### src/rtl/imem_fetch_ctrl.sv
// rtl/imem_fetch_ctrl.sv - instruction fetch controller with 2-entry instruction buffer
//
// Fetches one instruction per divided imem_clk period. imem_clk is sampled as
// data through a SYNC_STAGES-deep synchronizer. A rise event issues the fetch
// (imem_addr/imem_en registered). A fall event captures imem_rdata into a
// 2-entry FIFO of {pc, instr}.
//
// Optional feature: define IMEM_FETCH_CNT_EN to add the 16-bit fetch_count output.
//
// Ports:
//   clk          system clock; every flop uses its rising edge
//   reset        asynchronous active-low reset
//   imem_clk     divided imem clock level, sampled as data
//   pc_load      redirect strobe: flushes the buffer, aborts the access, loads pc_in
//   pc_in        redirect target
//   imem_rdata   instruction data returned by memory
//   imem_addr    fetch address
//   imem_en      fetch request, held for the whole access
//   instr_out    head-of-buffer instruction
//   instr_pc     PC of instr_out
//   instr_valid  buffer non-empty
//   out_ready    consumer accept; pop on instr_valid & out_ready
//   stall        buffer occupancy plus in-flight fetch equals 2
//   fetch_count  (IMEM_FETCH_CNT_EN only) number of pushes, wraps at 16 bits
module imem_fetch_ctrl #(
  parameter logic [31:0] RESET_PC    = 32'h0000_0000,
  parameter int          SYNC_STAGES = 2
) (
  input  logic        clk,
  input  logic        reset,
  input  logic        imem_clk,
  input  logic        pc_load,
  input  logic [31:0] pc_in,
  input  logic [31:0] imem_rdata,
  output logic [31:0] imem_addr,
  output logic        imem_en,
  output logic [31:0] instr_out,
  output logic [31:0] instr_pc,
  output logic        instr_valid,
  input  logic        out_ready,
  output logic        stall
`ifdef IMEM_FETCH_CNT_EN
  ,
  output logic [15:0] fetch_count
`endif
);

  typedef enum logic {IDLE, BUSY} state_t;

  state_t                 state_q;
  state_t                 state_d;
  logic [SYNC_STAGES-1:0] sync_q;
  logic                   rise_evt;
  logic                   fall_evt;
  logic [31:0]            pc_q;
  logic [63:0]            fifo_mem [2];
  logic                   wr_ptr;
  logic                   rd_ptr;
  logic [1:0]             count_q;
  logic                   do_issue;
  logic                   do_push;
  logic                   do_pop;

  // sync_q[0] is the first stage; edges are taken from the two oldest bits.
  always_ff @(posedge clk or negedge reset) begin
    if (!reset) begin
      sync_q <= '0;
    end else begin
      sync_q <= {sync_q[SYNC_STAGES-2:0], imem_clk};
    end
  end

  assign rise_evt = sync_q[SYNC_STAGES-2] & ~sync_q[SYNC_STAGES-1];
  assign fall_evt = ~sync_q[SYNC_STAGES-2] & sync_q[SYNC_STAGES-1];

  always_ff @(posedge clk or negedge reset) begin
    if (!reset) begin
      state_q <= IDLE;
    end else begin
      state_q <= state_d;
    end
  end

  // Redirect has priority over every event. A rise seen while the buffer
  // is full is simply dropped; the next rise retries.
  always_comb begin
    state_d  = state_q;
    do_issue = 1'b0;
    do_push  = 1'b0;
    if (pc_load) begin
      state_d = IDLE;
    end else begin
      case (state_q)
        IDLE: begin
          if (rise_evt && (count_q < 2'd2)) begin
            state_d  = BUSY;
            do_issue = 1'b1;
          end
        end
        BUSY: begin
          if (fall_evt) begin
            state_d = IDLE;
            do_push = 1'b1;
          end
        end
        default: state_d = IDLE;
      endcase
    end
  end

  // Issue only happens with at most one entry held, so a push never meets a full buffer.
  assign do_pop = instr_valid & out_ready & ~pc_load;

  always_ff @(posedge clk or negedge reset) begin
    if (!reset) begin
      pc_q        <= RESET_PC;
      imem_addr   <= '0;
      imem_en     <= 1'b0;
      fifo_mem[0] <= '0;
      fifo_mem[1] <= '0;
      wr_ptr      <= 1'b0;
      rd_ptr      <= 1'b0;
      count_q     <= '0;
    end else if (pc_load) begin
      pc_q    <= pc_in;
      imem_en <= 1'b0;
      wr_ptr  <= 1'b0;
      rd_ptr  <= 1'b0;
      count_q <= '0;
    end else begin
      if (do_issue) begin
        imem_addr <= pc_q;
        imem_en   <= 1'b1;
      end
      if (do_push) begin
        fifo_mem[wr_ptr] <= {pc_q, imem_rdata};
        wr_ptr           <= ~wr_ptr;
        pc_q             <= pc_q + 32'd4;
        imem_en          <= 1'b0;
      end
      if (do_pop) begin
        rd_ptr <= ~rd_ptr;
      end
      case ({do_push, do_pop})
        2'b10:   count_q <= count_q + 2'd1;
        2'b01:   count_q <= count_q - 2'd1;
        default: count_q <= count_q;
      endcase
    end
  end

  assign instr_pc    = fifo_mem[rd_ptr][63:32];
  assign instr_out   = fifo_mem[rd_ptr][31:0];
  assign instr_valid = (count_q != 2'd0);
  assign stall       = (({1'b0, count_q}) + {2'b00, (state_q == BUSY)}) == 3'd2;

`ifdef IMEM_FETCH_CNT_EN
  always_ff @(posedge clk or negedge reset) begin
    if (!reset) begin
      fetch_count <= '0;
    end else if (do_push && !pc_load) begin
      fetch_count <= fetch_count + 16'd1;
    end
  end
`endif

endmodule

### config.mk
export PLATFORM = sky130hd
export DESIGN_NAME = imem_fetch_ctrl
export DESIGN_NICKNAME = d
export VERILOG_FILES = /design/src/rtl/imem_fetch_ctrl.sv
export SDC_FILE = /design/constraint.sdc
export NUM_CORES = 1
export LEC_CHECK = 0
export BUFFER_PORTS_ARGS = -buffer_cell sky130_fd_sc_hd__buf_2
export CELL_PAD_IN_SITES_DETAIL_PLACEMENT = 0
export CELL_PAD_IN_SITES_GLOBAL_PLACEMENT = 1
export CORE_UTILIZATION = 35
export CTS_BUF_LIST = sky130_fd_sc_hd__clkbuf_4 sky130_fd_sc_hd__clkbuf_8
export DETAILED_ROUTE_END_ITERATION = 7
export GPL_TIMING_DRIVEN = 0
export HOLD_SLACK_MARGIN = 0.12
export PLACE_DENSITY_LB_ADDON = 0.1
export REMOVE_ABC_BUFFERS = 1
export SLEW_MARGIN = 40
export SYNTH_ARGS = -nofsm -noshare
export SYNTH_HDL_FRONTEND = slang
export SYNTH_SLANG_ARGS = --single-unit
### constraint.sdc
create_clock -name clk -period 2.2 [get_ports clk]
set_input_delay 0.22 -clock clk [delete_from_list [all_inputs] [get_ports clk]]
set_output_delay 0.22 -clock clk [all_outputs]
set_load 0.005 [all_outputs]
Yosys cells after proc, flatten, opt, wreduce, memory -nomap -nowiden
Index checks and enable logic that the tools add are counted.
{"block": "totals", "register_bits": 200, "latch_bits": 0, "ramBits": 0, "romBits": 0, "output_inout_bits": 99, "word_cells": 68, "memories": 0}
{"block": "classes", "n_addsub": 4, "n_mul": 0, "div": 0, "order_cmp": 4, "n_eq_ne": 3, "shift": 0, "muxes": 26, "n_bitwise": 12, "n_reduce_logical": 9}
{"cell": "2-to-1 mux 64 bit", "n": 4}
{"cell": "bitwise mux 128 bit", "n": 1}
{"cell": "demux 64 bit (select 1 bit)", "n": 1}
{"cell": "2-to-1 mux 32 bit", "n": 2}
{"cell": "adder 32 x 3 -> 32 bit (second input constant)", "n": 1}
{"cell": "2-to-1 mux 1 bit", "n": 15}
{"cell": "inverter 1 bit", "n": 6}
{"cell": "nonzero test 2 bit", "n": 3}
{"cell": "nonzero test 3 bit", "n": 2}
{"cell": "bitwise AND 1 bit", "n": 4}
{"cell": "greater-or-equal comparator 2 bit (second input constant)", "n": 2}
{"cell": "inverter 1 -> 2 bit", "n": 2}
{"cell": "case mux 2 bit (2 select lines)", "n": 1}
{"cell": "AND reduction 2 bit", "n": 2}
{"cell": "adder 2 x 1 -> 3 bit", "n": 1}
{"cell": "equality test 3 x 2 -> 1 bit (second input constant)", "n": 1}
{"cell": "adder 2 x 1 -> 2 bit (second input constant)", "n": 1}
{"cell": "equality test 2 x 1 -> 1 bit (second input constant)", "n": 1}
{"cell": "equality test 2 bit (second input constant)", "n": 1}
{"cell": "logical AND 1 bit", "n": 2}
{"cell": "less-than comparator 2 x 1 -> 1 bit (second input constant)", "n": 1}
{"cell": "less-than comparator 2 bit (second input constant)", "n": 1}
{"cell": "2-to-1 mux 2 bit", "n": 1}
{"cell": "case mux 1 bit (2 select lines)", "n": 1}
{"cell": "subtractor 2 x 1 -> 2 bit (second input constant)", "n": 1}

Depth between registers and ports, before layout
Gate-level depths: netlist of run 1.
{"block": "logic_depth", "ltp_word": 9, "ltp_mapped": 8}

Worst setup path after synthesis of run 1
OpenSTA, ideal clock, no wires.
{"block": "synth_timing", "path_type": "reg-to-reg", "start": "register pc_q[19]", "end": "register pc_q[31]", "setup_time_ps": 120, "arrival_time_ps": 1797, "required_time_ps": 2080, "path_slack_ps": 284, "path_stages_with_launch": 7, "path_buffers": 2, "synth_period_minus_slack_ps": 1916, "path_cell_list": "dfrtp_1 buf_6 nand4_2 or3_1 buf_2 or4_1 a31o_1"}
{"block": "synth_between", "elab_chain_cells": 3}
{"element": "start, declared", "line_no": "55", "source": "logic [31:0] pc_q;"}
{"element": "start signal, assigned", "line_no": "125", "source": "pc_q <= pc_in;"}
{"element": "start signal, assigned", "line_no": "138", "source": "pc_q <= pc_q + 32'd4;"}
{"element": "adder 32 x 3 -> 32 bit", "line_no": "138"}
{"element": "2-to-1 mux 32 bit", "line_no": "135", "source": "if (do_push) begin"}
{"element": "2-to-1 mux 32 bit", "line_no": "124", "source": "end else if (pc_load) begin"}
No other way between the ends. The select of a mux whose other input is x is not followed.
A chain may end at the register's enable or synchronous reset.

Worst setup path in the final report of run 1
{"block": "layout_timing", "start": "register sync_q[0]", "end": "register fifo_mem[114] (netlist name)"}
{"block": "layout_between", "elab_chain_cells": 6}
{"element": "start, declared", "line_no": "52", "source": "logic [SYNC_STAGES-1:0] sync_q;"}
{"element": "start signal, assigned", "line_no": "69", "source": "sync_q <= {sync_q[SYNC_STAGES-2:0], imem_clk};"}
{"element": "inverter 1 bit", "line_no": "74", "source": "assign fall_evt = ~sync_q[SYNC_STAGES-2] & sync_q[SYNC_STAGES-1];"}
{"element": "bitwise AND 1 bit", "line_no": "74"}
{"element": "2-to-1 mux 1 bit", "line_no": "101", "source": "if (fall_evt) begin"}
{"element": "2-to-1 mux 1 bit", "line_no": "93", "source": "case (state_q)"}
{"element": "2-to-1 mux 1 bit", "line_no": "90", "source": "if (pc_load) begin"}
{"element": "AND reduction 2 bit (no line)"}
{"element": "end signal, assigned by index", "line_no": "136", "source": "fifo_mem[wr_ptr] <= {pc_q, imem_rdata};"}
{"element": "end, declared", "line_no": "56", "source": "logic [63:0] fifo_mem [2];"}
No other way between the ends.

==> results.json, run 1 <==
{
  "cp_max_fo": 10,
  "drc": 0,
  "synthTopCellsByCount": "214 x mux2_2, 200 x dfrtp_1, 27 x nand2_1",
  "crit_chain": "nand3b_1, nor3_4, buf_8, buf_6, mux2_2",
  "cp.arrival_ps": 2400,
  "die_y_um": 162,
  "finalMaxSlewViolations": 0,
  "drv_cap": 0,
  "finClkSkew_ps": 17.9,
  "postLayoutSetupSlackWorst_ps": 142,
  "cts-root-buf": "clkbuf_8",
  "cts.clk_slew.worst_paths_ps": 100,
  "cts_made_buffers": 17,
  "status": "finished clean",
  "first_global_vias": 6675,
  "nFillCells": 2336,
  "synth_top_cell_by_area": "dfrtp_1",
  "postSynthAreaPerCell_sq_um": 13.4,
  "yosysUniqueCellTypes": 48,
  "ant_nets": 0,
  "endpoint_kind": "register",
  "cts_tree": "done",
  "tightest_slew_ps": 716,
  "grt_pass1_wl_um": 35500,
  "hold_path.class": "in2reg",
  "p_leak_nw": 5.24,
  "synth-seq-cells": 200,
  "vias": 6201,
  "io_buffers": 167,
  "ys_warn_count": 0,
  "die_x_um": 162,
  "nNetsFinal": 973,
  "synthesis.area_sq_um": 9000,
  "cts.sinks": 200,
  "fin_area_sq_um": 11400,
  "viasPerCell": 4.99,
  "fin_util": 0.454,
  "powerDensity_nw_per_um2": 764,
  "dpl_cell_area_sq_um": 10300,
  "finalSetupViolCount": 0,
  "ios": 168,
  "dp_hpwl_um": 15100,
  "place.gp.congestion": 0.724,
  "r2r_cells": 5,
  "syn-instance-count": 670,
  "ir_worst_vdd_uv": 333,
  "cp_slowest_stage_delay_ps": 470,
  "wl_per_cell_um": 17.6,
  "yosys-top-cells-area": "dfrtp_1 56%, mux2_2 27%, o21ai_0 1.2%",
  "period_share": 0.935,
  "fin_crit_ps": 2060,
  "max_clock_freq_mhz": 486,
  "drive_gt1_frac": 0.503,
  "wirelength_um": 21900,
  "synth.most_common_cell": "mux2_2",
  "grt_use_total": 0.174,
  "antenna_found_initial": 0,
  "drt_iter0_drc": 198,
  "worstSetupPathType": "reg2reg",
  "hold_viol": 0,
  "required_ps": 2540,
  "dp_slack_ps": -630,
  "yosysTopAreaCellShare": 0.556,
  "cts_buffer_depth": 2,
  "row_count": 58,
  "async_flop_share": 1.00,
  "cts.htree.levels": 4,
  "core_sq_um": 25200,
  "rsz0062_at_grt": "no",
  "insertion_delay_ps": 460,
  "area_growth_pct": 26.9,
  "max_slew_margin": 0.522,
  "ys.flop_type": "dfrtp_1",
  "worst_path_max_delay_cell": "nor3_4",
  "worstSetupStartpointType": "register",
  "n_antenna_cell": 0,
  "grt_max_degree": 77,
  "grt_overflow": 0,
  "min_path_cells": 4,
  "synth_edf_count": 0,
  "ys_seq_area_frac": 0.556,
  "initial_core_util": 0.357,
  "die_area_sq_um": 26400,
  "drt-pass1-iter-count": 4
}
[worst max-delay path, delay by kind of cell (launching register included)]
kind	cells	cell delay [ps]
muxes	1	350
and+or+nand+nor	2	730
DFF	1	460
buffers and inverters	2	410
[report_power, final]
group / leakage, nW / switching, mW / internal (mW)
Clock: 0.177 / 1.36 / 0.826
Combinational: 2.55 / 0.736 / 1.17
Sequential: 2.51 / 0.374 / 4.27
[placed cells by master, fill, tap and decap left out, types with 11 or more instances in the layout]
master	instances
buf_2	165
o21ai_0	21
nand2_1	27
dlygate4sd3_1	66
mux2_2	214
nor2_1	23
or4_1	14
dfrtp_1	191
clkbuf_8	17
a31oi_1	16
o31ai_1	11
[logic make-up (layout without fill, tap and decap cells)]
family,after synthesis,in the layout,synth area share
AOI/OAI and AO/OA,60,60,0.0414
xor gates and xnor gates,11,11,0.0107
adders and majority gates,3,3,0.00417
buffers and inverters,49,290,0.0284
DFF,200,200,0.556
muxes,224,224,0.280
and+or+nand+nor,123,124,0.0790
[layout make-up]
type	count	area, sq um	share of cell area
Tap cell	330	413	0.0361
Sequential cell	200	5020	0.439
Inverter	5	18.8	0.00164
Clock inverter	12	118	0.0103
Clock buffer	18	241	0.0211
Multi-Input combinational cell	422	3790	0.332
Timing Repair Buffer	255	1820	0.159
[per-stage QoR]
step / setup TNS [ps] / power, mW / hold slack [ps] / cells
global placement: -1131920 / 6.44 / 342 / 1123
detailed placement: -26830 / 6.56 / 179 / 1141
finish: 0 / 8.73 / 164 / 1242
floorplan: -195980 / 5.62 / -75.6 / 626
global route: 0 / 9.33 / 158 / 1242
CTS: -1.33 / 8.90 / 130 / 1239
[metal layers]
metal	vias to the layer above	routed length (um)	track usage
met4	0	247	0.0429
met1	3144	9900	0.222
met3	16	825	0.0362
met2	139	10900	0.300
li1	2902	-	-
met5	-	0	0
[worst paths after layout]
kind	start	end	slack (ps)
max in group asynchronous	reset	rd_ptr	1150
min reg2reg	fifo_mem[61]	fifo_mem[61]	490
min in group asynchronous	reset	fifo_mem[92]	270
min	out_ready	count_q[1]	160
max reg2reg	sync_q[0]	fifo_mem[114]	140
max	sync_q[0]	fifo_mem[114]	140
[sequential cells by signal (all words and copies together) (netlist names)]
name,flops
count_q,2
sync_q,2
pc_q,32
fifo_mem,128
imem_en,1
state_q,1
wr_ptr,1
rd_ptr,1
imem_addr,32
[repair_timing]
action                                 4_1_cts  5_1_grt
hold buffers                                66        0
setup buffers                                1        3
resized for setup                            3       10
pin swaps                                    0        2
endpoints found under the hold margin      245        0
setup endpoints to repair                   35       57
cloned                                       1        0
Note: power is estimated with default switching activity, not from simulation.
==> inputs of run 2 (changes only) <==
--- a/config.mk
+++ b/config.mk
@@ -17,2 +17,3 @@
 export REMOVE_ABC_BUFFERS = 1
+export SETUP_SLACK_MARGIN = 0.15
 export SLEW_MARGIN = 40
--- a/constraint.sdc
+++ b/constraint.sdc
@@ -3,2 +3,2 @@
 set_output_delay 0.22 -clock clk [all_outputs]
-set_load 0.005 [all_outputs]
+set_load 0.01 [all_outputs]
==> run 2 against run 1 <==
Against the previous run:
- clock skew rose by 1.4 ps
- largest power group unchanged
- die area did not move
- worst setup slack better by 44 ps
- highest routed layer unchanged
- sequential cell count unchanged
- combinational power rose by 13%
- sequential power barely moved
- critical endpoint is now pc_q[31]
- hold slack about the same
- register-to-register slack gained 40 ps
==> results.json, run 2 (same netlist as run 1, synthesis figures left out) <==
{
  "worst_path_max_delay_cell": "or4_1",
  "mostFrequentLayoutCells": "214 x mux2_2, 180 x dfrtp_1, 165 x buf_2, 66 x dlygate4sd3_1, 27 x nand2_1",
  "required_ps": 2550,
  "area_growth_pct": 28.8,
  "hold_viol": 0,
  "wirelength_um": 22000,
  "crit_chain": "nand4_1, or3_4, or4_1, a31o_1",
  "crit_family": "simple AND/OR/NAND/NOR gates",
  "tightest_slew_ps": 717,
  "drv_cap": 0,
  "grt_max_degree": 77,
  "die_y_um": 162,
  "fin_util": 0.460,
  "cts_tree": "done",
  "period_share": 0.915,
  "grt_use_total": 0.175,
  "cts.htree.levels": 4,
  "cts-root-buf": "clkbuf_8",
  "nNetsFinal": 989,
  "grt_use_met2": 0.301,
  "wl_per_cell_um": 17.5,
  "vias": 6243,
  "cp.arrival_ps": 2360,
  "grt_pass1_wl_um": 35800,
  "row_count": 58,
  "die_area_sq_um": 26400,
  "ios": 168,
  "hold_path.class": "in2reg",
  "insertion_delay_ps": 460,
  "top_register": "fifo_mem",
  "core_sq_um": 25200,
  "finalMaxSlewViolations": 0,
  "worstSetupPathType": "reg2reg",
  "grtUsageMet1": 0.224,
  "met3_usage": 0.0362,
  "rsz0062_at_grt": "yes",
  "max_clock_freq_mhz": 497,
  "finClkSkew_ps": 19.4,
  "largest_register_ffs": 128,
  "cp_max_fo": 9,
  "fin_crit_ps": 2010,
  "die_x_um": 162,
  "drt_iter0_drc": 192,
  "fin_area_sq_um": 11600,
  "reg_top3": "fifo_mem x128, imem_addr x32, pc_q x32",
  "place.gp.congestion": 0.724,
  "cts.sinks": 200,
  "cp_slowest_stage_delay_ps": 540,
  "first_global_vias": 6717,
  "drc": 0,
  "dpl_cell_area_sq_um": 10300,
  "layout_commonest_cell": "mux2_2",
  "max_slew_margin": 0.521,
  "worstSetupStartpointType": "register",
  "cts_made_buffers": 17,
  "powerDensity_nw_per_um2": 772,
  "ant_nets": 0,
  "drive_gt1_frac": 0.528,
  "cts_buffer_depth": 2,
  "p_total_mw": 8.95,
  "grt_overflow": 0,
  "initial_core_util": 0.357,
  "finalSetupViolCount": 0,
  "p_leak_nw": 5.31,
  "cts.clk_slew.worst_paths_ps": 100,
  "endpoint_kind": "register",
  "antenna_found_initial": 0,
  "dp_hpwl_um": 15100,
  "ir_worst_vdd_uv": 336,
  "drt-pass1-iter-count": 4,
  "viasPerCell": 4.96,
  "grt-busiest-layer": "met2",
  "crit_buf_inv": 0,
  "n_antenna_cell": 0,
  "io_buffers": 167,
  "status": "finished clean"
}
[run 2: cell types whose count changed in the layout (fill, tap and decap cells not counted), sizes merged]
cell and change:
buf +16
[run 2: area by class of cell]
cell class	instances	area, sq um
Timing Repair Buffer	271	1950
Clock buffer	18	241
Clock inverter	12	118
Tap cell	330	413
Sequential cell	200	5030
Inverter	5	18.8
Multi-Input combinational cell	422	3810
Fill cell	2315	13600
[run 2: worst paths after layout]
path                               from      endpoint  slack [ps]  cells past startpoint
setup / recovery               pc_q[12]      pc_q[31]         190                      4
hold / removal                out_ready    count_q[1]         160                      4
setup reg to reg               pc_q[12]      pc_q[31]         190                      4
hold reg to reg            fifo_mem[61]  fifo_mem[61]         490                      2
max in group asynchronous         reset        rd_ptr        1150                      3
min in group asynchronous         reset  fifo_mem[92]         270                      2
[run 2: worst min-delay path, cell delays in order]
cell and delay [ps]:
buf_2 100, nand2b_1 60, a21oi_1 130, a311oi_1 60
[run 2: timing repair]
action,CTS,global route
resized for setup,14,15
cloned,1,0
hold endpoints to repair,245,0
endpoints found under the setup margin,139,9
hold buffers,66,0
pin swaps,5,1
setup buffers,9,11
[run 2: metal layers]
metal,up-vias,wire length (um)
met5,-,0
met4,0,273
met3,16,818
met2,132,11000
met1,3159,9940
li1,2936,-
[run 2: power by group]
part           internal [mW]  switching [mW]
clock                  0.826            1.35
combinational           1.20           0.939
sequential              4.27           0.368
[run 2: through the flow]
| step | hold slack [ps] | setup TNS (ps) | setup WS, ps | instances |
|---|---|---|---|---|
| after floorplan | -75.6 | -197310 | -1470 | 626 |
| after global placement | 342 | -1133050 | -3940 | 1123 |
| after detailed placement | 179 | -26830 | -630 | 1141 |
| after CTS | 130 | 0 | 140 | 1247 |
| after global routing | 155 | 0 | 103 | 1258 |
| final | 165 | 0 | 186 | 1258 |
